[config.mk]
export PLATFORM = sky130hd
export DESIGN_NAME = mem_arbiter
export DESIGN_NICKNAME = d
export VERILOG_FILES = /design/src/rtl/mem_arbiter.sv
export SDC_FILE = /design/constraint.sdc
export NUM_CORES = 1
export LEC_CHECK = 0
export BUFFER_PORTS_ARGS = -buffer_cell sky130_fd_sc_hd__clkbuf_2
export CORE_UTILIZATION = 35
export CTS_CLUSTER_SIZE = 40
export DETAILED_ROUTE_END_ITERATION = 10
export SYNTH_ARGS = -nofsm -noshare
export SYNTH_HDL_FRONTEND = slang
export SYNTH_SLANG_ARGS = --single-unit
[constraint.sdc]
create_clock -name clkIn -period 4.25 [get_ports clkIn]
set_input_delay 0.2125 -clock clkIn [delete_from_list [all_inputs] [get_ports clkIn]]
set_output_delay 0.2125 -clock clkIn [all_outputs]
set_load 0.005 [all_outputs]
[src/rtl/mem_arbiter.sv]
// Purpose: serialises DCache refill/write-back and ICache refill blocks onto a byte-wide RAM port.
// Latency: refill strobe BLOCK_SIZE+1 cycles after grant, write-back strobe BLOCK_SIZE cycles after grant.
// Backpressure: readyIn=0 freezes all state; clearIn aborts refills; ARB_ROUND_ROBIN_EN selects round-robin arbitration.
module mem_arbiter #(
  parameter int BLOCK_WIDTH = 4,
  parameter int BLOCK_SIZE  = 2**BLOCK_WIDTH
) (
  input  logic                      clkIn,
  input  logic                      resetIn,
  input  logic                      readyIn,
  input  logic                      clearIn,
  input  logic                      dMiss,
  input  logic [31-BLOCK_WIDTH:0]   dMissAddr,
  input  logic                      dReadWrite,
  input  logic [BLOCK_SIZE*8-1:0]   dWriteBack,
  input  logic                      iMiss,
  input  logic [31-BLOCK_WIDTH:0]   iMissAddr,
  input  logic [7:0]                memDin,
  output logic [7:0]                memDout,
  output logic [31:0]               memA,
  output logic                      memWr,
  output logic [31-BLOCK_WIDTH:0]   memAddr,
  output logic [BLOCK_SIZE*8-1:0]   memData,
  output logic                      dMemDataValid,
  output logic                      dAcceptWrite,
  output logic                      iMemDataValid
);

  localparam int AW = 32 - BLOCK_WIDTH;
  localparam int DW = BLOCK_SIZE * 8;
  localparam int CW = BLOCK_WIDTH + 1;
  localparam logic [CW-1:0] CNT_RD_DONE = CW'(BLOCK_SIZE);
  localparam logic [CW-1:0] CNT_WR_LAST = CW'(BLOCK_SIZE - 1);

  typedef enum logic [1:0] {S_IDLE, S_RD, S_WR} state_e;

  state_e          state_q, state_d;
  logic [CW-1:0]   cnt_q, cnt_d;
  logic [AW-1:0]   addr_q, addr_d;
  logic            owner_q, owner_d;      // 1 = ICache owns the transfer
  logic [DW-1:0]   wbuf_q, wbuf_d;
  logic [DW-1:0]   rbuf_q, rbuf_d;
  logic [31:0]     mem_a_q, mem_a_d;
  logic [7:0]      mem_dout_q, mem_dout_d;
  logic            mem_wr_q, mem_wr_d;
  logic [AW-1:0]   mem_addr_q, mem_addr_d;
  logic [DW-1:0]   mem_data_q, mem_data_d;
  logic            d_vld_q, d_vld_d;
  logic            d_acc_q, d_acc_d;
  logic            i_vld_q, i_vld_d;

  logic                   any_stb;
  logic                   grant_ok;
  logic                   gnt_d;
  logic                   gnt_i;
  logic [BLOCK_WIDTH-1:0] off_nxt;
  logic [BLOCK_WIDTH-1:0] rd_idx;
  logic [DW-1:0]          rbuf_ins;

  // A strobe cycle is a bubble so the requester can drop or retarget its miss.
  assign any_stb  = d_vld_q | d_acc_q | i_vld_q;
  assign grant_ok = ~clearIn & ~any_stb;
  assign off_nxt  = cnt_q[BLOCK_WIDTH-1:0] + 1'b1;
  // The byte on memDin belongs to the address issued one count earlier.
  assign rd_idx   = cnt_q[BLOCK_WIDTH-1:0] - 1'b1;

`ifdef ARB_ROUND_ROBIN_EN
  logic rr_q, rr_d;   // 1 = ICache preferred on a tie

  // Tie-break toward the requester not served most recently.
  always_comb begin
    gnt_d = 1'b0;
    gnt_i = 1'b0;
    rr_d  = rr_q;
    if (grant_ok) begin
      if (dMiss && iMiss) begin
        gnt_i = rr_q;
        gnt_d = ~rr_q;
      end else begin
        gnt_d = dMiss;
        gnt_i = iMiss;
      end
    end
    if (gnt_d) rr_d = 1'b1;
    if (gnt_i) rr_d = 1'b0;
  end

  // Round-robin pointer register, frozen while the system is stalled.
  always_ff @(posedge clkIn or negedge resetIn) begin
    if (!resetIn)     rr_q <= 1'b0;
    else if (readyIn) rr_q <= rr_d;
  end
`else
  // Fixed priority: DCache always wins a tie.
  always_comb begin
    gnt_d = grant_ok & dMiss;
    gnt_i = grant_ok & iMiss & ~dMiss;
  end
`endif

  // Refill buffer with the byte arriving this cycle merged in.
  always_comb begin
    rbuf_ins = rbuf_q;
    rbuf_ins[{rd_idx, 3'b000} +: 8] = memDin;
  end

  // Transfer sequencer: next state, counter, buffers and registered RAM/cache outputs.
  always_comb begin
    state_d    = state_q;
    cnt_d      = cnt_q;
    addr_d     = addr_q;
    owner_d    = owner_q;
    wbuf_d     = wbuf_q;
    rbuf_d     = rbuf_q;
    mem_a_d    = mem_a_q;
    mem_dout_d = mem_dout_q;
    mem_wr_d   = mem_wr_q;
    mem_addr_d = mem_addr_q;
    mem_data_d = mem_data_q;
    d_vld_d    = d_vld_q;
    d_acc_d    = d_acc_q;
    i_vld_d    = i_vld_q;
    if (readyIn) begin
      d_vld_d = 1'b0;
      d_acc_d = 1'b0;
      i_vld_d = 1'b0;
      case (state_q)
        S_IDLE: begin
          mem_wr_d = 1'b0;
          if (gnt_d || gnt_i) begin
            addr_d  = gnt_d ? dMissAddr : iMissAddr;
            owner_d = gnt_i;
            cnt_d   = '0;
            mem_a_d = {(gnt_d ? dMissAddr : iMissAddr), {BLOCK_WIDTH{1'b0}}};
            if (gnt_d && !dReadWrite) begin
              state_d    = S_WR;
              wbuf_d     = dWriteBack;
              mem_dout_d = dWriteBack[7:0];
              mem_wr_d   = 1'b1;
            end else begin
              state_d = S_RD;
            end
          end
        end
        S_RD: begin
          if (clearIn) begin
            state_d = S_IDLE;
          end else begin
            if (cnt_q != '0) rbuf_d = rbuf_ins;
            if (cnt_q == CNT_RD_DONE) begin
              mem_data_d = rbuf_ins;
              mem_addr_d = addr_q;
              d_vld_d    = ~owner_q;
              i_vld_d    = owner_q;
              state_d    = S_IDLE;
            end else begin
              cnt_d = cnt_q + 1'b1;
              // Last address stays on the bus while the final byte returns.
              if (cnt_q < CNT_WR_LAST) mem_a_d = {addr_q, off_nxt};
            end
          end
        end
        S_WR: begin
          if (cnt_q == CNT_WR_LAST) begin
            mem_wr_d   = 1'b0;
            mem_addr_d = addr_q;
            d_acc_d    = 1'b1;
            state_d    = S_IDLE;
          end else begin
            cnt_d      = cnt_q + 1'b1;
            mem_a_d    = {addr_q, off_nxt};
            mem_dout_d = wbuf_q[{off_nxt, 3'b000} +: 8];
          end
        end
        default: state_d = S_IDLE;
      endcase
    end
  end

  // State and datapath registers.
  always_ff @(posedge clkIn or negedge resetIn) begin
    if (!resetIn) begin
      state_q    <= S_IDLE;
      cnt_q      <= '0;
      addr_q     <= '0;
      owner_q    <= 1'b0;
      wbuf_q     <= '0;
      rbuf_q     <= '0;
      mem_a_q    <= '0;
      mem_dout_q <= '0;
      mem_wr_q   <= 1'b0;
      mem_addr_q <= '0;
      mem_data_q <= '0;
      d_vld_q    <= 1'b0;
      d_acc_q    <= 1'b0;
      i_vld_q    <= 1'b0;
    end else begin
      state_q    <= state_d;
      cnt_q      <= cnt_d;
      addr_q     <= addr_d;
      owner_q    <= owner_d;
      wbuf_q     <= wbuf_d;
      rbuf_q     <= rbuf_d;
      mem_a_q    <= mem_a_d;
      mem_dout_q <= mem_dout_d;
      mem_wr_q   <= mem_wr_d;
      mem_addr_q <= mem_addr_d;
      mem_data_q <= mem_data_d;
      d_vld_q    <= d_vld_d;
      d_acc_q    <= d_acc_d;
      i_vld_q    <= i_vld_d;
    end
  end

  // A stall must never leave a write enable asserted on the RAM.
  assign memWr         = mem_wr_q & readyIn;
  assign memA          = mem_a_q;
  assign memDout       = mem_dout_q;
  assign memAddr       = mem_addr_q;
  assign memData       = mem_data_q;
  assign dMemDataValid = d_vld_q;
  assign dAcceptWrite  = d_acc_q;
  assign iMemDataValid = i_vld_q;

endmodule

==> flow_summary.yaml <==
sta:
  fin_skew_ns: 0.0213
  grt_setup_unrepaired: "false"
  period_needed_ns: 3.52
  worst_slack_ns: 0.726
  worstMarginPinSlew_ns: 1.12
  finalMaxSlewViolations: 0
  slew_headroom_pct: 25.0
  setup_viol: 0
  fin_crit_sh_pct: 82.9
  hold_viol_final: 0
  totalNegativeSetupSlack_ns: 0
  fmax_mhz: 284
global_route:
  grt_max_degree: 140
  track_usage_pct: 19.0
  grt_antenna_before_repair: 2
  grt_pass1_wl_um: 96100
  overflow: 0
  grt_pass1_vias: 16600
route:
  postRouteAntennaNets: 0
  vias: 16000
  post_drt_wl_per_cell_um: 19.4
  firstDrtPassIters: 5
  viasPerCell: 4.97
  drt_iter0_drc: 980
  drc_errors: 0
  wl_um: 62400
flow_run:
  cap_violations: 0
floorplanning:
  core_sq_um: 63200
  io_pins: 399
  die_w_um: 255
  die_h_um: 255
  rows: 92
  dieArea_sq_um: 65000
  initial_utilization_pct: 35.4
synth:
  synth_top_family_by_area: "multiplexers"
  synthArstFlopShare_pct: 100
  syn_area_sq_um: 22400
  synth_ff_type: "dfrtp_1"
  synth-seq-area-share_pct: 55.0
  ys_seq_elements: 492
  syn_area_per_cell_sq_um: 12.6
  yosysTopAreaCellShare_pct: 55.0
  synthXorXnorAreaFrac_pct: 0.296
  synthMuxAreaShare_pct: 24.0
  synth_warnings: 0
  synthTopCellsByArea: "dfrtp_1 (55%), mux2_2 (9.4%), mux2_1 (5.2%), mux4_2 (4.0%), mux2i_1 (3.8%)"
  synth.distinct_cells: 64
  synth_adder_area_share_pct: 0.615
  synth-edff-count: 0
  yosys.area_share.simple_pct: 9.00
  synthCells: 1776
  synth_top_area_cell: "dfrtp_1"
  synth_compound_area_share_pct: 7.90
  synth_fp_nets: 1986
cells_and_area:
  nNetsFinal: 2529
  fin_util_pct: 45.6
  area_growth_pct: 28.8
  drive_gt1_share_pct: 33.8
critical_path:
  worst-path-max-fanout: 16
  crit_slowest_cell: "or4_1"
  r2r-end: "rbuf_q[115]"
  cp.required_ns: 4.73
  end_kind: "flip-flop"
  timing.setup.critical_path_class: "flip-flop to flip-flop"
  worstRegToRegCells: 7
  cp-endpoint: "rbuf_q[115]"
  startpoint: "cnt_q[0]"
  r2r_start: "cnt_q[0]"
  startpoint_type: "flip-flop"
  ff2ff_setup_slack_ns: 0.73
  worst_path_largest_cell_delay_ns: 0.66
  crit_arrival_ns: 4.00
  crit_chain: "inv_1, ha_1, and4bb_4, or4_1, nand2_2, or3_1, mux2_4"
worst_hold_path:
  holdPathStages: 4
  worstHoldPathType: "input pin to flip-flop"
outcome:
  status: "finished, final reports clean"
placement:
  place_ws_ns: 0.756
  place_congestion: 0.809
  post-dp-hpwl_um: 43000
  port_buffers: 398
cts:
  root_buffer: "clkbuf_16"
  cts_sinks: 492
  cts_resized: 0
  numCtsBuffers: 54
  insertion_delay_ns: 0.60
  cts_hold_buf: 189
  post_cts.repair.setup_buffers: 0
  cts_max_level: 2
  cts_tree: "built"
  path_clk_slew_ns: 0.06
  clockBufferDepth: 3
pwr:
  peakVddDrop_mv: 0.435
  p_sw_share_pct: 34.6
  pwr-share-comb_pct: 35.3
  p_switching_uw: 6430
  power_uw: 18600
  p_seq_share_pct: 38.7
  p_int_uw: 12100
  pwr_density_cell_nw_per_um2: 644
  clock_power_share_pct: 26.0
  p_leak_uw: 0.0138
cells by family after synthesis:
family | Yosys count
adder cells (fa/ha/maj) | 11
multiplexers | 438
XOR/XNOR | 6
buffers and inverters | 146
flip-flops | 492
AO/OA/AOI/OAI | 283
AND/OR/NAND/NOR | 400
power groups by stage:
stage / clock network [uW] / registers (uW) / logic, uW
2_1_floorplan: 0 / 6950 / 4360
6_report: 4840 / 7190 / 6550
3_3_place_gp: 0 / 7150 / 6270
4_1_cts: 4960 / 7170 / 6600
3_5_place_dp: 0 / 7240 / 6430
5_1_grt: 5150 / 7380 / 7160
worst min path at each step:
stage               slack (ns)          end           from
floorplan                -0.08    addr_q[0]        resetIn
finish                    0.05     memA[26]  iMissAddr[22]
global route              0.07     memA[18]  iMissAddr[14]
global placement          0.15  rbuf_q[113]        resetIn
CTS                      0.008     memA[26]  iMissAddr[22]
detailed placement        0.16  rbuf_q[115]        resetIn
layout by cell type, fill, tap and decap left out, drive strengths merged, types with 5 or more instances in the layout:
cell,count
a21oi,112
a221o,35
a22o,8
a31oi,15
and2,55
and3,21
buf,25
bufinv,5
clkbuf,471
clkinv,16
dfrtp,492
dlygate4sd3,189
ha,11
inv,22
mux2,313
mux2i,85
mux4,40
nand2,139
nand3,34
nor2,97
nor2b,13
nor3,15
o211ai,8
o21ai,87
or3,9
worst max-delay path, delay by kind of cell (launching register included):
family / cells / cell delay, ns
adders and majority gates: 1 / 0.47
buffers and inverters: 1 / 0.17
DFF: 1 / 0.50
muxes: 1 / 0.34
and+or+nand+nor: 4 / 1.93
synthesized netlist by cell type, drive strengths merged (2+ instances only):
master / n
or3: 9
o31ai: 2
nor2: 97
mux4: 40
o21ai: 87
nand2: 139
a221o: 35
dfrtp: 492
o22ai: 2
a31oi: 15
nand3: 34
buf: 64
o211ai: 8
clkbuf: 60
nor3: 15
xnor2: 4
or4: 2
ha: 11
nand4: 3
and2: 55
nand2b: 3
a21oi: 112
o21a: 3
and3: 21
and4bb: 2
inv: 21
mux2: 313
a21boi: 4
mux2i: 85
a22o: 8
nor2b: 13
registers in the layout (all words and copies together), names as in the netlist:
name and flops:
rbuf_q 128, addr_q 28, memData 128, dAcceptWrite 1
memA 32, memAddr 28, state_q 2, cnt_q 5
mem_wr_q 1, owner_q 1, dMemDataValid 1, memDout 8
iMemDataValid 1, wbuf_q 128
routing by layer:
layer / GRT usage [%] / vias to the layer above / part of all wire [%]
met4: 5.42 / 0 / 2.4
li1: - / 7447 / -
met3: 4.60 / 89 / 6.0
met1: 24.5 / 7989 / 43
met5: 0 / - / 0
met2: 31.8 / 426 / 49
cell type report:
class / count / area [sq um]
antenna: 2 / 5.00
clock buffer: 74 / 1570
clock inverter: 25 / 268
fill: 5665 / 34400
inverter: 22 / 82.6
multi-input combinational: 1138 / 9400
sequential: 492 / 12300
tap: 846 / 1060
timing repair buffer: 611 / 4140
metrics by stage:
step	hold slack (ns)	std cells	instance area, sq um
floorplan	-0.0831	1776	22400
detailed placement	0.157	2920	25100
CTS	0.00785	3208	28800
global route	0.0678	3209	28800
finish	0.0543	3210	28800
global placement	0.155	2920	25100
Power figures use the tool's default switching activity.
